$ cat src/rtl/busca_instrucao_pkg.sv
// Shared definitions for the instruction fetch unit: state codes,
// default geometry and the opcode bit that marks a two-word instruction.
package busca_instrucao_pkg;

  localparam int          PC_WIDTH_PADRAO = 16;
  localparam logic [15:0] RESET_PC_PADRAO = 16'h0000;
  localparam int          BIT_LONGO       = 15;

  typedef enum logic [1:0] {
    BUSCA_OP  = 2'b00,
    BUSCA_IMM = 2'b01,
    ENTREGA   = 2'b10
  } estado_t;

  // An opcode word with the long-format bit set is followed by an immediate word.
  function automatic logic eh_longo(input logic [15:0] palavra);
    return palavra[BIT_LONGO];
  endfunction

endpackage

$ cat src/rtl/busca_instrucao_if.sv
// Bundle of the memory port, redirect input and downstream handshake of
// the fetch unit. master = fetch unit side, slave = memory/decode side.
interface busca_instrucao_if #(
  parameter int PC_WIDTH = busca_instrucao_pkg::PC_WIDTH_PADRAO
);

  logic                mem_req;
  logic [PC_WIDTH-1:0] mem_addr;
  logic                mem_ack;
  logic [15:0]         mem_data;
  logic                desvio;
  logic [PC_WIDTH-1:0] alvo_desvio;
  logic                saida_valida;
  logic                saida_pronta;
  logic [15:0]         instrucao;
  logic [15:0]         imediato;
  logic [PC_WIDTH-1:0] pc_instrucao;

  modport master (
    output mem_req, mem_addr, saida_valida, instrucao, imediato, pc_instrucao,
    input  mem_ack, mem_data, desvio, alvo_desvio, saida_pronta
  );

  modport slave (
    input  mem_req, mem_addr, saida_valida, instrucao, imediato, pc_instrucao,
    output mem_ack, mem_data, desvio, alvo_desvio, saida_pronta
  );

endinterface

$ cat src/rtl/busca_instrucao_contador_pc.sv
// Program counter: loadable wrap-around counter. A load wins over an
// increment; reset returns to the configured start address.
module contador_pc import busca_instrucao_pkg::*; #(
  parameter int                  PC_WIDTH = PC_WIDTH_PADRAO,
  parameter logic [PC_WIDTH-1:0] RESET_PC = PC_WIDTH'(RESET_PC_PADRAO)
) (
  input  logic                clock,
  input  logic                reset,
  input  logic                carga_i,
  input  logic                incr_i,
  input  logic [PC_WIDTH-1:0] valor_i,
  output logic [PC_WIDTH-1:0] pc_o
);

  logic [PC_WIDTH-1:0] pc_q;
  logic [PC_WIDTH-1:0] pc_d;

  // Next PC: load has priority, increment wraps modulo 2^PC_WIDTH.
  always_comb begin
    pc_d = pc_q;
    if (carga_i) begin
      pc_d = valor_i;
    end else if (incr_i) begin
      pc_d = pc_q + {{(PC_WIDTH-1){1'b0}}, 1'b1};
    end else begin
      pc_d = pc_q;
    end
  end

  // PC register with synchronous reset to the start address.
  always_ff @(posedge clock) begin
    if (reset) begin
      pc_q <= RESET_PC;
    end else begin
      pc_q <= pc_d;
    end
  end

  assign pc_o = pc_q;

endmodule

$ cat src/rtl/busca_instrucao.sv
// Instruction fetch unit: reads an opcode word and, for long-format
// opcodes, a following immediate word, then holds the result until the
// decode stage accepts it. A redirect restarts fetching at a new address.
module busca_instrucao import busca_instrucao_pkg::*; #(
  parameter int                  PC_WIDTH = PC_WIDTH_PADRAO,
  parameter logic [PC_WIDTH-1:0] RESET_PC = PC_WIDTH'(RESET_PC_PADRAO)
) (
  input  logic              clock,
  input  logic              reset,
  busca_instrucao_if.master bus
);

  estado_t             estado_q, estado_d;
  logic [15:0]         instrucao_q, instrucao_d;
  logic [15:0]         imediato_q, imediato_d;
  logic [PC_WIDTH-1:0] pc_instrucao_q, pc_instrucao_d;
  logic                saida_valida_q, saida_valida_d;
  logic                carga_pc;
  logic                incr_pc;
  logic [PC_WIDTH-1:0] pc;

  contador_pc #(
    .PC_WIDTH (PC_WIDTH),
    .RESET_PC (RESET_PC)
  ) u_contador_pc (
    .clock   (clock),
    .reset   (reset),
    .carga_i (carga_pc),
    .incr_i  (incr_pc),
    .valor_i (bus.alvo_desvio),
    .pc_o    (pc)
  );

  // Request is a pure decode of state; suppressed while reset is held.
  assign bus.mem_req  = ~reset & (estado_q != ENTREGA);
  assign bus.mem_addr = pc;

  // Next state, captured fields and PC control; a redirect overrides everything.
  always_comb begin
    estado_d       = estado_q;
    instrucao_d    = instrucao_q;
    imediato_d     = imediato_q;
    pc_instrucao_d = pc_instrucao_q;
    carga_pc       = 1'b0;
    incr_pc        = 1'b0;
    if (bus.desvio) begin
      carga_pc = 1'b1;
      estado_d = BUSCA_OP;
    end else begin
      case (estado_q)
        BUSCA_OP: begin
          if (bus.mem_ack) begin
            instrucao_d    = bus.mem_data;
            pc_instrucao_d = pc;
            incr_pc        = 1'b1;
            if (eh_longo(bus.mem_data)) begin
              estado_d = BUSCA_IMM;
            end else begin
              imediato_d = 16'h0000;
              estado_d   = ENTREGA;
            end
          end else begin
            estado_d = BUSCA_OP;
          end
        end
        BUSCA_IMM: begin
          if (bus.mem_ack) begin
            imediato_d = bus.mem_data;
            incr_pc    = 1'b1;
            estado_d   = ENTREGA;
          end else begin
            estado_d = BUSCA_IMM;
          end
        end
        ENTREGA: begin
          if (bus.saida_pronta) begin
            estado_d = BUSCA_OP;
          end else begin
            estado_d = ENTREGA;
          end
        end
        default: begin
          estado_d = BUSCA_OP;
        end
      endcase
    end
    saida_valida_d = (estado_d == ENTREGA);
  end

  // State and output registers; reset discards any in-flight fetch.
  always_ff @(posedge clock) begin
    if (reset) begin
      estado_q       <= BUSCA_OP;
      instrucao_q    <= 16'h0000;
      imediato_q     <= 16'h0000;
      pc_instrucao_q <= {PC_WIDTH{1'b0}};
      saida_valida_q <= 1'b0;
    end else begin
      estado_q       <= estado_d;
      instrucao_q    <= instrucao_d;
      imediato_q     <= imediato_d;
      pc_instrucao_q <= pc_instrucao_d;
      saida_valida_q <= saida_valida_d;
    end
  end

  assign bus.saida_valida = saida_valida_q;
  assign bus.instrucao    = instrucao_q;
  assign bus.imediato     = imediato_q;
  assign bus.pc_instrucao = pc_instrucao_q;

endmodule

$ cat src/flat_wrapper.sv
// flat-port wrapper written by rule: the top's interface ports become plain ports
module busca_instrucao_flat import busca_instrucao_pkg::*;
#(
  parameter int                  PC_WIDTH = PC_WIDTH_PADRAO,
  parameter logic [PC_WIDTH-1:0] RESET_PC = PC_WIDTH'(RESET_PC_PADRAO)
)
  (clock, reset, bus_mem_req, bus_mem_addr, bus_saida_valida, bus_instrucao, bus_imediato, bus_pc_instrucao, bus_mem_ack, bus_mem_data, bus_desvio, bus_alvo_desvio, bus_saida_pronta);
  busca_instrucao_if #(.PC_WIDTH(PC_WIDTH)) bus_i ();
  input  logic clock;
  input  logic reset;
  output wire logic [$bits(bus_i.mem_req)-1:0] bus_mem_req;
  output wire logic [$bits(bus_i.mem_addr)-1:0] bus_mem_addr;
  output wire logic [$bits(bus_i.saida_valida)-1:0] bus_saida_valida;
  output wire logic [$bits(bus_i.instrucao)-1:0] bus_instrucao;
  output wire logic [$bits(bus_i.imediato)-1:0] bus_imediato;
  output wire logic [$bits(bus_i.pc_instrucao)-1:0] bus_pc_instrucao;
  input wire logic [$bits(bus_i.mem_ack)-1:0] bus_mem_ack;
  input wire logic [$bits(bus_i.mem_data)-1:0] bus_mem_data;
  input wire logic [$bits(bus_i.desvio)-1:0] bus_desvio;
  input wire logic [$bits(bus_i.alvo_desvio)-1:0] bus_alvo_desvio;
  input wire logic [$bits(bus_i.saida_pronta)-1:0] bus_saida_pronta;
  assign bus_mem_req = bus_i.mem_req;
  assign bus_mem_addr = bus_i.mem_addr;
  assign bus_saida_valida = bus_i.saida_valida;
  assign bus_instrucao = bus_i.instrucao;
  assign bus_imediato = bus_i.imediato;
  assign bus_pc_instrucao = bus_i.pc_instrucao;
  assign bus_i.mem_ack = bus_mem_ack;
  assign bus_i.mem_data = bus_mem_data;
  assign bus_i.desvio = bus_desvio;
  assign bus_i.alvo_desvio = bus_alvo_desvio;
  assign bus_i.saida_pronta = bus_saida_pronta;
  busca_instrucao #(.PC_WIDTH(PC_WIDTH), .RESET_PC(RESET_PC)) u_core (.clock(clock), .reset(reset), .bus(bus_i));
endmodule
$ cat config.mk
export PLATFORM = sky130hd
export DESIGN_NAME = busca_instrucao_flat
export DESIGN_NICKNAME = d
export VERILOG_FILES = /design/src/rtl/busca_instrucao_pkg.sv /design/src/rtl/busca_instrucao_if.sv /design/src/rtl/busca_instrucao_contador_pc.sv /design/src/rtl/busca_instrucao.sv /design/src/flat_wrapper.sv
export SDC_FILE = /design/constraint.sdc
export NUM_CORES = 1
export LEC_CHECK = 0
export ABC_CLOCK_PERIOD_IN_PS = 3050
export CAP_MARGIN = 10
export CORE_MARGIN = 2
export CORE_UTILIZATION = 47
export CTS_CLUSTER_SIZE = 30
export DETAILED_ROUTE_END_ITERATION = 10
export PLACE_DENSITY = 0.94
export SYNTH_ARGS = -nofsm -noshare
export SYNTH_HDL_FRONTEND = slang
export SYNTH_SLANG_ARGS = --single-unit
export TNS_END_PERCENT = 20
$ cat constraint.sdc
create_clock -name clock -period 3.05 [get_ports clock]
set_input_delay 0.61 -clock clock [delete_from_list [all_inputs] [get_ports clock]]
set_output_delay 0.61 -clock clock [all_outputs]
set_load 0.02 [all_outputs]
==> reports/qor.yml <==
viasPerCell: 5.45
synth_top_cell_by_area: "dfxtp_1"
worstHoldStart: "u_core.bus.imediato[2]$_SDFFE_PP0P_"
drive_gt1_share_pct: 6.74
cts_num_sinks: 67
arrival_ns: 1.78
p_seq_share_pct: 49.8
place_congestion: 0.879
holdPathEnd: "u_core.bus.imediato[2]$_SDFFE_PP0P_"
fill_cells: 405
cap_violations: 0
critPathRequiredTime_ns: 2.44
syn_area_per_cell_um2: 8.26
hold-worst-slack_ns: 0.451
rsz0062_at_grt: "no"
period_share_pct: 78.3
dpl_cell_area_um2: 3780
path_buf_inv: 3
final_cell_area_um2: 3960
most-common-layout-cells: "101 x clkdlybuf4s50_1, 86 x nand2_1, 67 x dfxtp_1"
rows: 27
slew_violations: 0
finalSetupTns_ns: 0
tightestPinTransition_ns: 0.652
clk-insertion-delay-late_ns: 0.35
powerDensity_nw_per_um2: 480
cts_buffers: 9
port-buffer-count: 102
switching_share_pct: 27.2
io_pins: 103
cts_max_level: 3
internal_power_mw: 1.39
outcome: "finished clean"
track_usage_pct: 25.4
grt_pass1_wl_mm: 12.6
ctsRootBufferMaster: "clkbuf_8"
ys_seq_area_share_pct: 49.3
drt_pass1_iterations: 4
routed_wirelength_mm: 7.93
worst-path-max-fanout: 21
finClkSkew_ns: 0.00623
overflow: 0
syn_nets: 367
hold_class: "reg2reg"
drtIter0Drc: 227
crit_family: "buffers and inverters"
dieArea_um2: 6410
rrSetupSlack_ns: 1.20
yosysWarnings: 0
end_kind: "output port"
antenna_found_initial: 0
dpl.hpwl_mm: 5.48
core_area_um2: 5540
drtAntennaViolNets: 0
path_class: "reg2out"
clk_path_buf_depth: 2
die_h_um: 80.1
holdPathStages: 2
synth_top_area_share_pct: 49.3
final_common_cell: "clkdlybuf4s50_1"
grt_max_degree: 64
synth_area_um2: 2720
postCtsHoldBufs: 0
slew_headroom_pct: 56.6
finalHoldViolCount: 0
fmax_mhz: 419
ys_ff_latch: 67
post-cts-setup-buffer-count: 0
cp_num_cells: 4
slowest_stage: "clkdlybuf4s50_1"
reg2reg_from: "u_core.u_contador_pc.pc_o[1]$_SDFFE_PP0P_"
p_total_mw: 1.90
route.detailed.drc: 0
pre_cts_ws_ns: 0.607
clk_pin_slew_ns: 0.07
cts_tree: "yes"
critPathLaunchType: "register"
start_util_pct: 49.1
setup_ws_ns: 0.662
finalSetupViolations: 0
p_sw_uw: 518
post_cts_resize_count: 0
p_leak_nw: 1.40
antenna_cells: 0
combPwrFrac_pct: 15.3
final.min_clock_period_ns: 2.39
max-vdd-ir-drop_mv: 0.305
syn_inst: 329
synthDistinctLibCells: 40
syn_to_final_growth_pct: 45.7
synthTopCellsByArea: "dfxtp_1 49%, nand2_1 12%, a21oi_1 9.2%"
regToRegEndpoint: "u_core.u_contador_pc.pc_o[14]$_SDFFE_PP0P_"
vias: 2736
pwr-share-clk_pct: 34.9
final_nets: 463
worstPathCellList: "buf_4, inv_1, a21oi_1, clkdlybuf4s50_1"
routedWlPerCell_um: 15.8
max_stage_delay_ns: 0.65
grt_pass1_vias: 2605
die_width_um: 80.1
r2r_cells: 5
-- sequential cells by signal, summed over array words and instances, names as in the netlist --
name,cells
u_core.estado_q,2
u_core.bus.saida_valida,1
u_core.bus.imediato,16
u_core.bus.pc_instrucao,16
u_core.u_contador_pc.pc_o,16
u_core.bus.instrucao,16
-- worst max-delay path by stage --
stage | start | end
floorplan | reset | bus_mem_req
global placement | bus_mem_ack | u_core.u_contador_pc.pc_o[14]$_SDFFE_PP0P_
detailed placement | bus_desvio | u_core.bus.imediato[13]$_SDFFE_PP0P_
CTS | u_core.estado_q[0]$_SDFF_PP0_ | bus_mem_req
global route | u_core.estado_q[0]$_SDFF_PP0_ | bus_mem_req
finish | u_core.estado_q[0]$_SDFF_PP0_ | bus_mem_req
-- worst min-delay path: stages, from the launching register on --
cell     delay (ns)
dfxtp_1        0.31
nand2_1        0.05
a21oi_1        0.05
-- cell type report --
class,instances,area (um^2),share of cell area (%)
Clock buffer,12,155,3.92
Clock inverter,4,25.0,0.632
Inverter,4,15.0,0.379
Multi-Input combinational cell,232,1250,31.6
Sequential cell,67,1340,33.8
Tap cell,72,90.1,2.27
Timing Repair Buffer,111,1080,27.3
-- kinds of logic (layout without fill, tap and decap cells) --
family | count (synthesis) | after routing | share of synthesized area, %
multiplexers | 3 | 3 | 1.10
AO/OA/AOI/OAI | 69 | 69 | 14.8
AND/OR/NAND/NOR | 148 | 148 | 26.0
XOR/XNOR | 11 | 11 | 3.54
adder cells (fa/ha/maj) | 1 | 1 | 0.460
buffers and inverters | 30 | 131 | 4.79
flip-flops | 67 | 67 | 49.3
-- power by group through the flow --
stage / Sequential, mW / Combinational [mW] / Clock [mW]
after floorplan: 0.999 / 0.101 / 0
after global placement: 0.964 / 0.282 / 0
after detailed placement: 0.966 / 0.289 / 0
after CTS: 0.946 / 0.292 / 0.669
after global routing: 0.952 / 0.311 / 0.718
final: 0.947 / 0.292 / 0.665
-- stage by stage --
| step | utilization (%) | std cells |
|---|---|---|
| 2_1_floorplan | - | 329 |
| 3_3_place_gp | 68.3 | 486 |
| 3_5_place_dp | 68.3 | 486 |
| 4_1_cts | 71.5 | 502 |
| 5_1_grt | 71.5 | 502 |
| 6_report | 71.5 | 502 |
-- metal layers --
layer | track usage (%) | share of wire [%] | wire length (um) | up-vias
met5 | 0 | 0 | 0 | -
met4 | 13.9 | 3.7 | 293 | 0
met3 | 6.97 | 5.6 | 445 | 26
met2 | 40.8 | 48 | 3830 | 107
met1 | 30.8 | 42 | 3360 | 1269
li1 | - | - | - | 1334
-- Yosys cell counts (all sizes together) --
library cell  instances
ha                    1
a211oi               10
buf                   9
o21ai                 1
nor3                  3
nand3                 4
o32ai                 1
o31a                  1
clkbuf               17
nand2b                3
or4                   1
and4b                 2
mux2i                 3
a2111oi               1
xor2                 10
nand2                86
a21oi                50
and2                  1
inv                   4
o31ai                 1
o311a                 1
nor2b                 1
dfxtp                67
nor2                 13
and3                  4
xnor2                 1
and4                  2
nor3b                 2
o211a                 1
nand4                22
and3b                 1
nor4                  3
a311oi                1
a32oi                 1
Power figures use the tool's default switching activity.
